===== src/rtl/pipe_stage_chain_if.sv =====
// Bundle between the pipeline chain, its producer (IF) and the hazard/branch controller.
// Payload width and stage count must match the pipe_stage_chain instance they connect to.
interface pipe_stage_chain_if #(
  parameter int unsigned WIDTH  = 64,
  parameter int unsigned STAGES = 4
);

  logic                      in_valid;
  logic [WIDTH-1:0]          in_data;
  logic                      in_ready;
  logic [STAGES-1:0]         stall_req;
  logic [STAGES-1:0]         flush_req;
  logic [STAGES-1:0]         stage_valid;
  logic [STAGES*WIDTH-1:0]   stage_data;
  logic [31:0]               perf_stall_cnt;
  logic [31:0]               perf_flush_cnt;
  logic [31:0]               perf_bubble_cnt;

  // Producer plus hazard controller side.
  modport master (
    output in_valid, in_data, stall_req, flush_req,
    input  in_ready, stage_valid, stage_data,
           perf_stall_cnt, perf_flush_cnt, perf_bubble_cnt
  );

  // Pipeline chain side.
  modport slave (
    input  in_valid, in_data, stall_req, flush_req,
    output in_ready, stage_valid, stage_data,
           perf_stall_cnt, perf_flush_cnt, perf_bubble_cnt
  );

endinterface


===== src/rtl/pipe_stage_chain.sv =====
// Parametrised chain of pipeline registers with per-stage valid bits,
// stall back-pressure toward younger stages and age-ordered flush.
// Stage 0 is youngest, stage STAGES-1 oldest.
// Optional performance counters are enabled by defining PIPE_STAGE_CHAIN_PERF_EN;
// without it the perf ports read 0 and no counter flops exist.
module pipe_stage_chain #(
  parameter int unsigned      WIDTH       = 64,
  parameter int unsigned      STAGES      = 4,
  parameter logic [WIDTH-1:0] NOP_PAYLOAD = '0
) (
  input logic               clk,
  input logic               rst,
  pipe_stage_chain_if.slave bus
);

  localparam int unsigned CNT_W = 32;

  logic [STAGES-1:0]             valid_q;
  logic [STAGES-1:0]             valid_d;
  logic [STAGES-1:0][WIDTH-1:0]  data_q;
  logic [STAGES-1:0][WIDTH-1:0]  data_d;
  logic [STAGES-1:0]             hold;
  logic [STAGES-1:0]             kill;
  logic                          hold_acc;
  logic                          kill_acc;

  // A stall or flush at stage j reaches every younger stage i <= j.
  always_comb begin
    hold     = '0;
    kill     = '0;
    hold_acc = 1'b0;
    kill_acc = 1'b0;
    for (int i = int'(STAGES) - 1; i >= 0; i--) begin
      hold_acc = hold_acc | bus.stall_req[i];
      kill_acc = kill_acc | bus.flush_req[i];
      hold[i]  = hold_acc;
      kill[i]  = kill_acc;
    end
  end

  // Next stage contents: flush beats stall; a stalled upstream feeds a bubble downstream.
  always_comb begin
    valid_d = valid_q;
    data_d  = data_q;
    if (kill[0]) begin
      valid_d[0] = 1'b0;
      data_d[0]  = NOP_PAYLOAD;
    end else if (!hold[0]) begin
      valid_d[0] = bus.in_valid;
      data_d[0]  = bus.in_valid ? bus.in_data : NOP_PAYLOAD;
    end
    for (int unsigned i = 1; i < STAGES; i++) begin
      if (kill[i]) begin
        valid_d[i] = 1'b0;
        data_d[i]  = NOP_PAYLOAD;
      end else if (hold[i]) begin
        valid_d[i] = valid_q[i];
        data_d[i]  = data_q[i];
      end else if (hold[i-1]) begin
        valid_d[i] = 1'b0;
        data_d[i]  = NOP_PAYLOAD;
      end else begin
        valid_d[i] = valid_q[i-1];
        data_d[i]  = data_q[i-1];
      end
    end
  end

  // Stage registers with synchronous reset to empty NOP stages.
  always_ff @(posedge clk) begin
    if (rst) begin
      valid_q <= '0;
      data_q  <= {STAGES{NOP_PAYLOAD}};
    end else begin
      valid_q <= valid_d;
      data_q  <= data_d;
    end
  end

  // Stage 0 takes the producer payload only when it neither holds nor is flushed.
  assign bus.in_ready    = !hold[0] && !kill[0] && !rst;
  assign bus.stage_valid = valid_q;
  assign bus.stage_data  = data_q;

`ifdef PIPE_STAGE_CHAIN_PERF_EN
  logic [CNT_W-1:0] stall_cnt_q;
  logic [CNT_W-1:0] flush_cnt_q;
  logic [CNT_W-1:0] bubble_cnt_q;
  logic             stall_event;
  logic             flush_event;
  logic             bubble_event;

  // A flush cycle is not counted as a stall cycle even if stalls are also requested.
  assign stall_event  = (|bus.stall_req) && !(|bus.flush_req);
  assign flush_event  = |bus.flush_req;
  assign bubble_event = !valid_q[STAGES-1];

  // Saturating event counters.
  always_ff @(posedge clk) begin
    if (rst) begin
      stall_cnt_q  <= '0;
      flush_cnt_q  <= '0;
      bubble_cnt_q <= '0;
    end else begin
      if (stall_event && (stall_cnt_q != {CNT_W{1'b1}}))
        stall_cnt_q <= stall_cnt_q + CNT_W'(1);
      if (flush_event && (flush_cnt_q != {CNT_W{1'b1}}))
        flush_cnt_q <= flush_cnt_q + CNT_W'(1);
      if (bubble_event && (bubble_cnt_q != {CNT_W{1'b1}}))
        bubble_cnt_q <= bubble_cnt_q + CNT_W'(1);
    end
  end

  assign bus.perf_stall_cnt  = stall_cnt_q;
  assign bus.perf_flush_cnt  = flush_cnt_q;
  assign bus.perf_bubble_cnt = bubble_cnt_q;
`else
  assign bus.perf_stall_cnt  = '0;
  assign bus.perf_flush_cnt  = '0;
  assign bus.perf_bubble_cnt = '0;
`endif

endmodule


===== src/flat_wrapper.sv =====
// flat-port wrapper written by rule: the top's interface ports become plain ports
module pipe_stage_chain_flat 
#(
  parameter int unsigned      WIDTH       = 64,
  parameter int unsigned      STAGES      = 4,
  parameter logic [WIDTH-1:0] NOP_PAYLOAD = '0
)
  (clk, rst, bus_in_valid, bus_in_data, bus_stall_req, bus_flush_req, bus_in_ready, bus_stage_valid, bus_stage_data, bus_perf_stall_cnt, bus_perf_flush_cnt, bus_perf_bubble_cnt);
  pipe_stage_chain_if #(.WIDTH(WIDTH), .STAGES(STAGES)) bus_i ();
  input logic clk;
  input logic rst;
  input wire logic [$bits(bus_i.in_valid)-1:0] bus_in_valid;
  input wire logic [$bits(bus_i.in_data)-1:0] bus_in_data;
  input wire logic [$bits(bus_i.stall_req)-1:0] bus_stall_req;
  input wire logic [$bits(bus_i.flush_req)-1:0] bus_flush_req;
  output wire logic [$bits(bus_i.in_ready)-1:0] bus_in_ready;
  output wire logic [$bits(bus_i.stage_valid)-1:0] bus_stage_valid;
  output wire logic [$bits(bus_i.stage_data)-1:0] bus_stage_data;
  output wire logic [$bits(bus_i.perf_stall_cnt)-1:0] bus_perf_stall_cnt;
  output wire logic [$bits(bus_i.perf_flush_cnt)-1:0] bus_perf_flush_cnt;
  output wire logic [$bits(bus_i.perf_bubble_cnt)-1:0] bus_perf_bubble_cnt;
  assign bus_i.in_valid = bus_in_valid;
  assign bus_i.in_data = bus_in_data;
  assign bus_i.stall_req = bus_stall_req;
  assign bus_i.flush_req = bus_flush_req;
  assign bus_in_ready = bus_i.in_ready;
  assign bus_stage_valid = bus_i.stage_valid;
  assign bus_stage_data = bus_i.stage_data;
  assign bus_perf_stall_cnt = bus_i.perf_stall_cnt;
  assign bus_perf_flush_cnt = bus_i.perf_flush_cnt;
  assign bus_perf_bubble_cnt = bus_i.perf_bubble_cnt;
  pipe_stage_chain #(.WIDTH(WIDTH), .STAGES(STAGES), .NOP_PAYLOAD(NOP_PAYLOAD)) u_core (.clk(clk), .rst(rst), .bus(bus_i));
endmodule

===== config.mk =====
export PLATFORM = sky130hd
export DESIGN_NAME = pipe_stage_chain_flat
export DESIGN_NICKNAME = d
export VERILOG_FILES = /design/src/rtl/pipe_stage_chain_if.sv /design/src/rtl/pipe_stage_chain.sv /design/src/flat_wrapper.sv
export SDC_FILE = /design/constraint.sdc
export NUM_CORES = 1
export LEC_CHECK = 0
export ABC_AREA = 0
export CAP_MARGIN = 20
export CORE_AREA = 2 2 168 170
export DETAILED_ROUTE_END_ITERATION = 16
export DIE_AREA = 0 0 170 172
export GPL_ROUTABILITY_DRIVEN = 0
export PLACE_DENSITY = 0.75
export SLEW_MARGIN = 0
export SYNTH_ARGS = -nofsm -noshare
export SYNTH_HDL_FRONTEND = slang
export SYNTH_SLANG_ARGS = --single-unit

===== constraint.sdc =====
create_clock -name clk -period 1.6 [get_ports clk]
set_input_delay 0.16 -clock clk [delete_from_list [all_inputs] [get_ports clk]]
set_output_delay 0.16 -clock clk [all_outputs]
set_load 0.02 [all_outputs]

==> flow_summary.toml, run 1 <==
[status]
run_status = "complete, no violations"

[critical_path]
cp.required_ns = 1.44
endpoint_kind = "output pin"
path_cells = "clkdlybuf4s15_1, or4_4, or2_4, nor2_4, buf_6"
critical-path-max-stage-delay_ns = 0.49
arrival_ns = 1.40
crit_fanout = 2
worst_path_dominant_cell_family = "simple AND/OR/NAND/NOR gates"
criticalPathCategory = "input pin to output pin"
type_of_origin_of_the_critical_path = "input pin"
critPathBufInv = 2
critical-path-slowest-cell = "or4_4"

[detailed_routing]
route.detailed.vias_per_inst = 5.00
route.final.wire_length_mm = 32.3
drtPass1Iterations = 5
ant_nets = 0
drcViolationCount = 0
via_count = 9239
drt_iter0_markers = 613
post_drt_wl_per_cell_um = 17.5

[sta]
final_max_slew_viol_count = 0
worst_slack_ns = 0.0450
maxClockFrequency_ghz = 0.643
setup-violations-final = 0
tightestPinTransition_ns = 1.02
unrepaired_setup_endpoints_after_global_routing = "false"
report.final.hold_viol_count = 0
final.setup_skew_ns = 0.0110
final_period_minus_worst_setup_slack_ns = 1.56
relSlewSlack_pct = 32.3
period_share_pct = 97.2

[floorplan]
chipWidth_um = 170
core.rowCount = 61
fp.coreArea_mm2 = 0.0275
ioPinCount = 432
die_area_mm2 = 0.0292
die_y_um = 172
initial_core_util_pct = 37.7

[yosys]
postSynthCellCount = 1189
synth-main-ff-cell = "dfxtp_1"
synth_sequential_area_ratio_pct = 50.3
synth_enable_flop_cells = 0
yosys-top-cells-area = "dfxtp_1, nand3b_1, a21oi_1, nand2_1, buf_4"
yosys.area.top_type_share_pct = 50.3
area_of_the_mapped_netlist_mm2 = 0.0103
synth_most_common_cell = "dfxtp_1"
synthesis.area_per_instance_um2 = 8.70
synth_warnings = 0
synth_area_leader_cell = "dfxtp_1"
asyncSetResetFlopFracSynth_pct = 0
synth.distinct_cells = 21
most_used_standard_cells_in_the_synthesized_netlist = "dfxtp_1, nand2_1, a21oi_1"
yosys_register_bits = 260

[clock_network]
cts-root-buf = "clkbuf_16"
tritoncts_clock_tree = "done"
clock_sinks = 260
clkTransAtPathRegs_ns = 0.06
worstSkewPairLatency_ns = 0.53
clock_tree.htree_level_count = 1
cts_buffers = 28
cts_max_path_buffers = 3

[cells_and_area]
fillers = 2666
finish.cell_count_without_fillers = 1848
multi_input_area_mm2 = 0.00435
antenna_cells = 0
nNetsFinal = 1556
final-seq-area_mm2 = 0.00520
drive_above_1_share_pct = 9.12
core_occupancy_in_the_finished_layout_pct = 52.2
syn_to_final_growth_pct = 38.7
layout.cell_area.non_filler_mm2 = 0.0144

[placement]
detailedPlacementHpwl_mm = 21.9
postPlaceCellArea_mm2 = 0.0137
detailedPlace.worstSlack_ns = -0.903
placed_cells = 1796
port_buffers = 335

[grt]
gr-total-overflow = 0
grt_pass1_wl_mm = 49.1
antenna_violations_before_repair = 0
pin_count_of_the_biggest_net_entering_global_routing = 71
track_usage_pct = 21.0
grt_pass1_vias = 8563

[power_and_ir_drop]
ir_worst_vdd_uv = 572
cellLeakagePower_nw = 5.90
pwr_density_cell_mw_per_mm2 = 964
post-layout-total-power_mw = 13.8

[hold_path]
min_path_type = "input pin to register"

[job]
maxCapViolations = 0
-- flip-flops by register name, indices dropped and copies added (netlist names) --
signal,count
u_core.bus.stage_valid,4
u_core.bus.stage_data,256
-- area by class of cell --
| class | count | share of cell area, % |
|---|---|---|
| sequential | 260 | 36.3 |
| tap | 346 | 3.02 |
| timing repair buffer | 369 | 23.9 |
| clock buffer | 43 | 5.98 |
| multi-input combinational | 822 | 30.3 |
| clock inverter | 8 | 0.497 |
-- kinds of logic after synthesis --
kind of cell           Yosys count  share of synthesized area [%]
AO/OA/AOI/OAI                  260                           15.6
buffers and inverters          202                           11.4
flip-flops                     260                           50.3
other                            1                         0.0362
AND/OR/NAND/NOR                466                           22.7
-- power by group --
part / total [mW] / switching (mW) / internal (mW)
clock network: 6.45 / 2.61 / 3.84
logic: 0.902 / 0.603 / 0.299
registers: 6.47 / 0.000811 / 6.47
total: 13.8 / 3.22 / 10.6
-- tightest hold or removal path, stage by stage --
cell and delay (ns):
buf_2 0.11, buf_12 0.20, nand2_1 0.09, a21oi_1 0.05
-- stage by stage --
| step | hold WS (ns) | TNS (ns) |
|---|---|---|
| after detailed placement | 0.460 | -77.43 |
| after floorplan | 0.327 | 0 |
| final | 0.150 | 0 |
| after global placement | 0.453 | -74.26 |
| after CTS | 0.149 | 0 |
| after global routing | 0.159 | 0 |
-- placed cells by master, fill, tap and decap left out, types with 2 or more instances in the layout --
cell type | synthesis | routed
a22oi_1 | 65 | 65
buf_2 | 20 | 6
dlygate4sd2_1 | 0 | 261
a21oi_2 | 40 | 40
nand3_1 | 64 | 64
clkbuf_1 | 74 | 6
nor2_4 | 0 | 2
nand2_1 | 196 | 196
dfxtp_1 | 260 | 260
clkdlybuf4s50_1 | 0 | 66
nor2_1 | 67 | 65
conb_1 | 1 | 96
buf_4 | 96 | 20
or2_2 | 2 | 2
buf_12 | 0 | 14
clkinv_2 | 0 | 5
clkbuf_8 | 0 | 8
a21oi_1 | 155 | 155
or4_4 | 1 | 2
or3_2 | 0 | 2
nand3b_1 | 130 | 130
clkbuf_16 | 0 | 29
-- path summary, 6_finish.rpt --
path	cells past startpoint	endpoint	from	slack, ns
setup reg to reg	2	u_core.bus.stage_data[131]	u_core.bus.stage_data[67]	0.86
hold reg to reg	2	u_core.bus.stage_data[71]	u_core.bus.stage_data[71]	0.46
setup / recovery	5	bus_in_ready	bus_flush_req[2]	0.04
hold / removal	4	u_core.bus.stage_valid[0]	bus_in_valid	0.15
-- layer usage --
layer	vias to the layer above	global-route usage (%)	routed length [um]
met5	-	0	0
met4	0	6.91	891
met3	57	3.59	2480
met2	378	36.1	15700
met1	4377	26.8	13200
li1	4427	-	-
-- what timing repair did --
item	in CTS	in global routing
hold buffers	0	0
pin swaps	3	3
endpoints found under the setup margin	280	1
buffers inserted	1	0
resized for setup	279	0
No activity file was read; power rests on OpenSTA's default activity.
==> inputs of run 2 (changes only) <==
- SKIP_CTS_REPAIR_TIMING: default -> 1
- SLEW_MARGIN: 0 -> default
==> run 2 against run 1 <==
Net effect: worst setup slack worse by 0.016 ns; largest power group unchanged; total power up 0.16%; critical path type unchanged; via count about the same; final cell count unchanged.
==> flow_summary.toml, run 2 (synthesis results as in run 1) <==
[critical_path]
reg2regPathDepth = 2
critical-path-max-stage-delay_ns = 0.52
rr_startpoint = "u_core.bus.stage_data[67]"
cp.required_ns = 1.44
cp_depth = 5
rr_endpoint = "u_core.bus.stage_data[131]"
reg2reg_slack_ns = 0.86
critical-path-slowest-cell = "or4_4"
critPathBufInv = 2
worst_path_dominant_cell_family = "simple AND/OR/NAND/NOR gates"
path_cells = "dlymetal6s2s_1, or4_4, or2_4, nor2_4, buf_6"
criticalPathCategory = "input pin to output pin"
type_of_origin_of_the_critical_path = "input pin"
crit_fanout = 3
endpoint_kind = "output pin"
endpoint = "bus_in_ready"
timing.critical_path.from = "bus_flush_req[3]"
arrival_ns = 1.41

[sta]
relSlewSlack_pct = 32.2
tightestPinTransition_ns = 1.02
setup-violations-final = 0
worst_slack_ns = 0.0285
period_share_pct = 98.2
worst_hold_slack_ns = 0.149
final_max_slew_viol_count = 0
final_period_minus_worst_setup_slack_ns = 1.57
report.final.hold_viol_count = 0
maxClockFrequency_ghz = 0.636
final.setup_skew_ns = 0.0115

[grt]
grt_pass1_wl_mm = 49.0
track_usage_pct = 20.9
antenna_violations_before_repair = 0
grt_pass1_vias = 8586
gr-total-overflow = 0
pin_count_of_the_biggest_net_entering_global_routing = 71

[floorplan]
die_y_um = 172
die_area_mm2 = 0.0292
chipWidth_um = 170
initial_core_util_pct = 37.7
ioPinCount = 432
core.rowCount = 61
fp.coreArea_mm2 = 0.0275

[cells_and_area]
multi_input_area_mm2 = 0.00435
layout.cells.most_common_list = "dlymetal6s2s_1, dfxtp_1, nand2_1"
drive_above_1_share_pct = 8.99
final-seq-area_mm2 = 0.00520
core_occupancy_in_the_finished_layout_pct = 55.9
finish.cell_count_without_fillers = 1848
largest_reg_flops = 256
fillers = 2389
nNetsFinal = 1556
syn_to_final_growth_pct = 48.3
antenna_cells = 0
leading_cell_type_in_the_layout_fill_and_taps_excluded = "dlymetal6s2s_1"

[clock_network]
tritoncts_clock_tree = "done"
cts_buffers = 28
clkTransAtPathRegs_ns = 0.06
cts_max_path_buffers = 3
clock_sinks = 260
worstSkewPairLatency_ns = 0.53
clock_tree.htree_level_count = 1
cts-root-buf = "clkbuf_16"

[power_and_ir_drop]
pwr_density_cell_mw_per_mm2 = 903
cellLeakagePower_nw = 9.54
ir_worst_vdd_uv = 575

[placement]
port_buffers = 335
detailedPlacementHpwl_mm = 21.9
placed_cells = 1796
detailedPlace.worstSlack_ns = -0.903

[detailed_routing]
route.detailed.vias_per_inst = 5.00
drcViolationCount = 0
ant_nets = 0
drtPass1Iterations = 5
route.final.wire_length_mm = 33.2
post_drt_wl_per_cell_um = 17.9
via_count = 9243
drt_iter0_markers = 621

[hold_path]
min_path_type = "input pin to register"

[status]
run_status = "complete, no violations"

[job]
maxCapViolations = 0
run 2: cell types whose count changed in the layout (fill, tap and decap cells not counted), sizes merged:
cell	previous run	this run
buf	41	39
clkdlybuf4s15	1	0
dlymetal6s2s	0	264
dlygate4sd2	261	0
run 2: per-stage QoR:
step                      setup TNS, ns  cell area (um^2)  power (mW)
after global placement           -74.26             13700        7.52
after CTS                        -25.26             14700        13.9
after floorplan                       0             10700        7.32
after detailed placement         -77.43             13700        7.52
final                                 0             15300        13.9
after global routing            -0.0230             15300        14.3
run 2: routing by layer:
metal  global-route usage [%]  vias to the layer above  wire, um
met2                     35.7                      353     16600
met5                        0                        -         0
met4                     6.91                        0       707
met1                     26.9                     4418     13400
met3                     3.73                       45      2480
li1                         -                     4427         -
run 2: layout make-up:
class,count,area share (%)
well taps,346,2.82
flip-flops and latches,260,33.9
repair buffers,369,28.8
clock inverters,8,0.465
multi-input cells,822,28.4
clock buffers,43,5.59
run 2: worst min-delay path: stages:
cell and delay, ns:
buf_2 0.11, buf_12 0.20, nand2_1 0.09, a21oi_1 0.05
run 2: worst min path at each step:
stage | from | to | depth (start not counted) | slack, ns
2_1_floorplan | bus_in_data[0] | u_core.bus.stage_data[0] | 2 | 0.33
3_3_place_gp | u_core.bus.stage_data[185] | u_core.bus.stage_data[185] | 2 | 0.45
3_5_place_dp | u_core.bus.stage_data[78] | u_core.bus.stage_data[78] | 2 | 0.46
4_1_cts | bus_in_valid | u_core.bus.stage_valid[0] | 4 | 0.15
5_1_grt | bus_in_valid | u_core.bus.stage_valid[0] | 4 | 0.16
6_report | bus_in_valid | u_core.bus.stage_valid[0] | 4 | 0.15
run 2: power breakdown:
part,switching (mW),total [mW],leakage (nW),internal (mW)
clock,2.63,6.47,0.460,3.84
combinational,0.606,0.908,6.99,0.302
sequential,0.000825,6.47,2.09,6.47
total,3.24,13.9,9.54,10.6
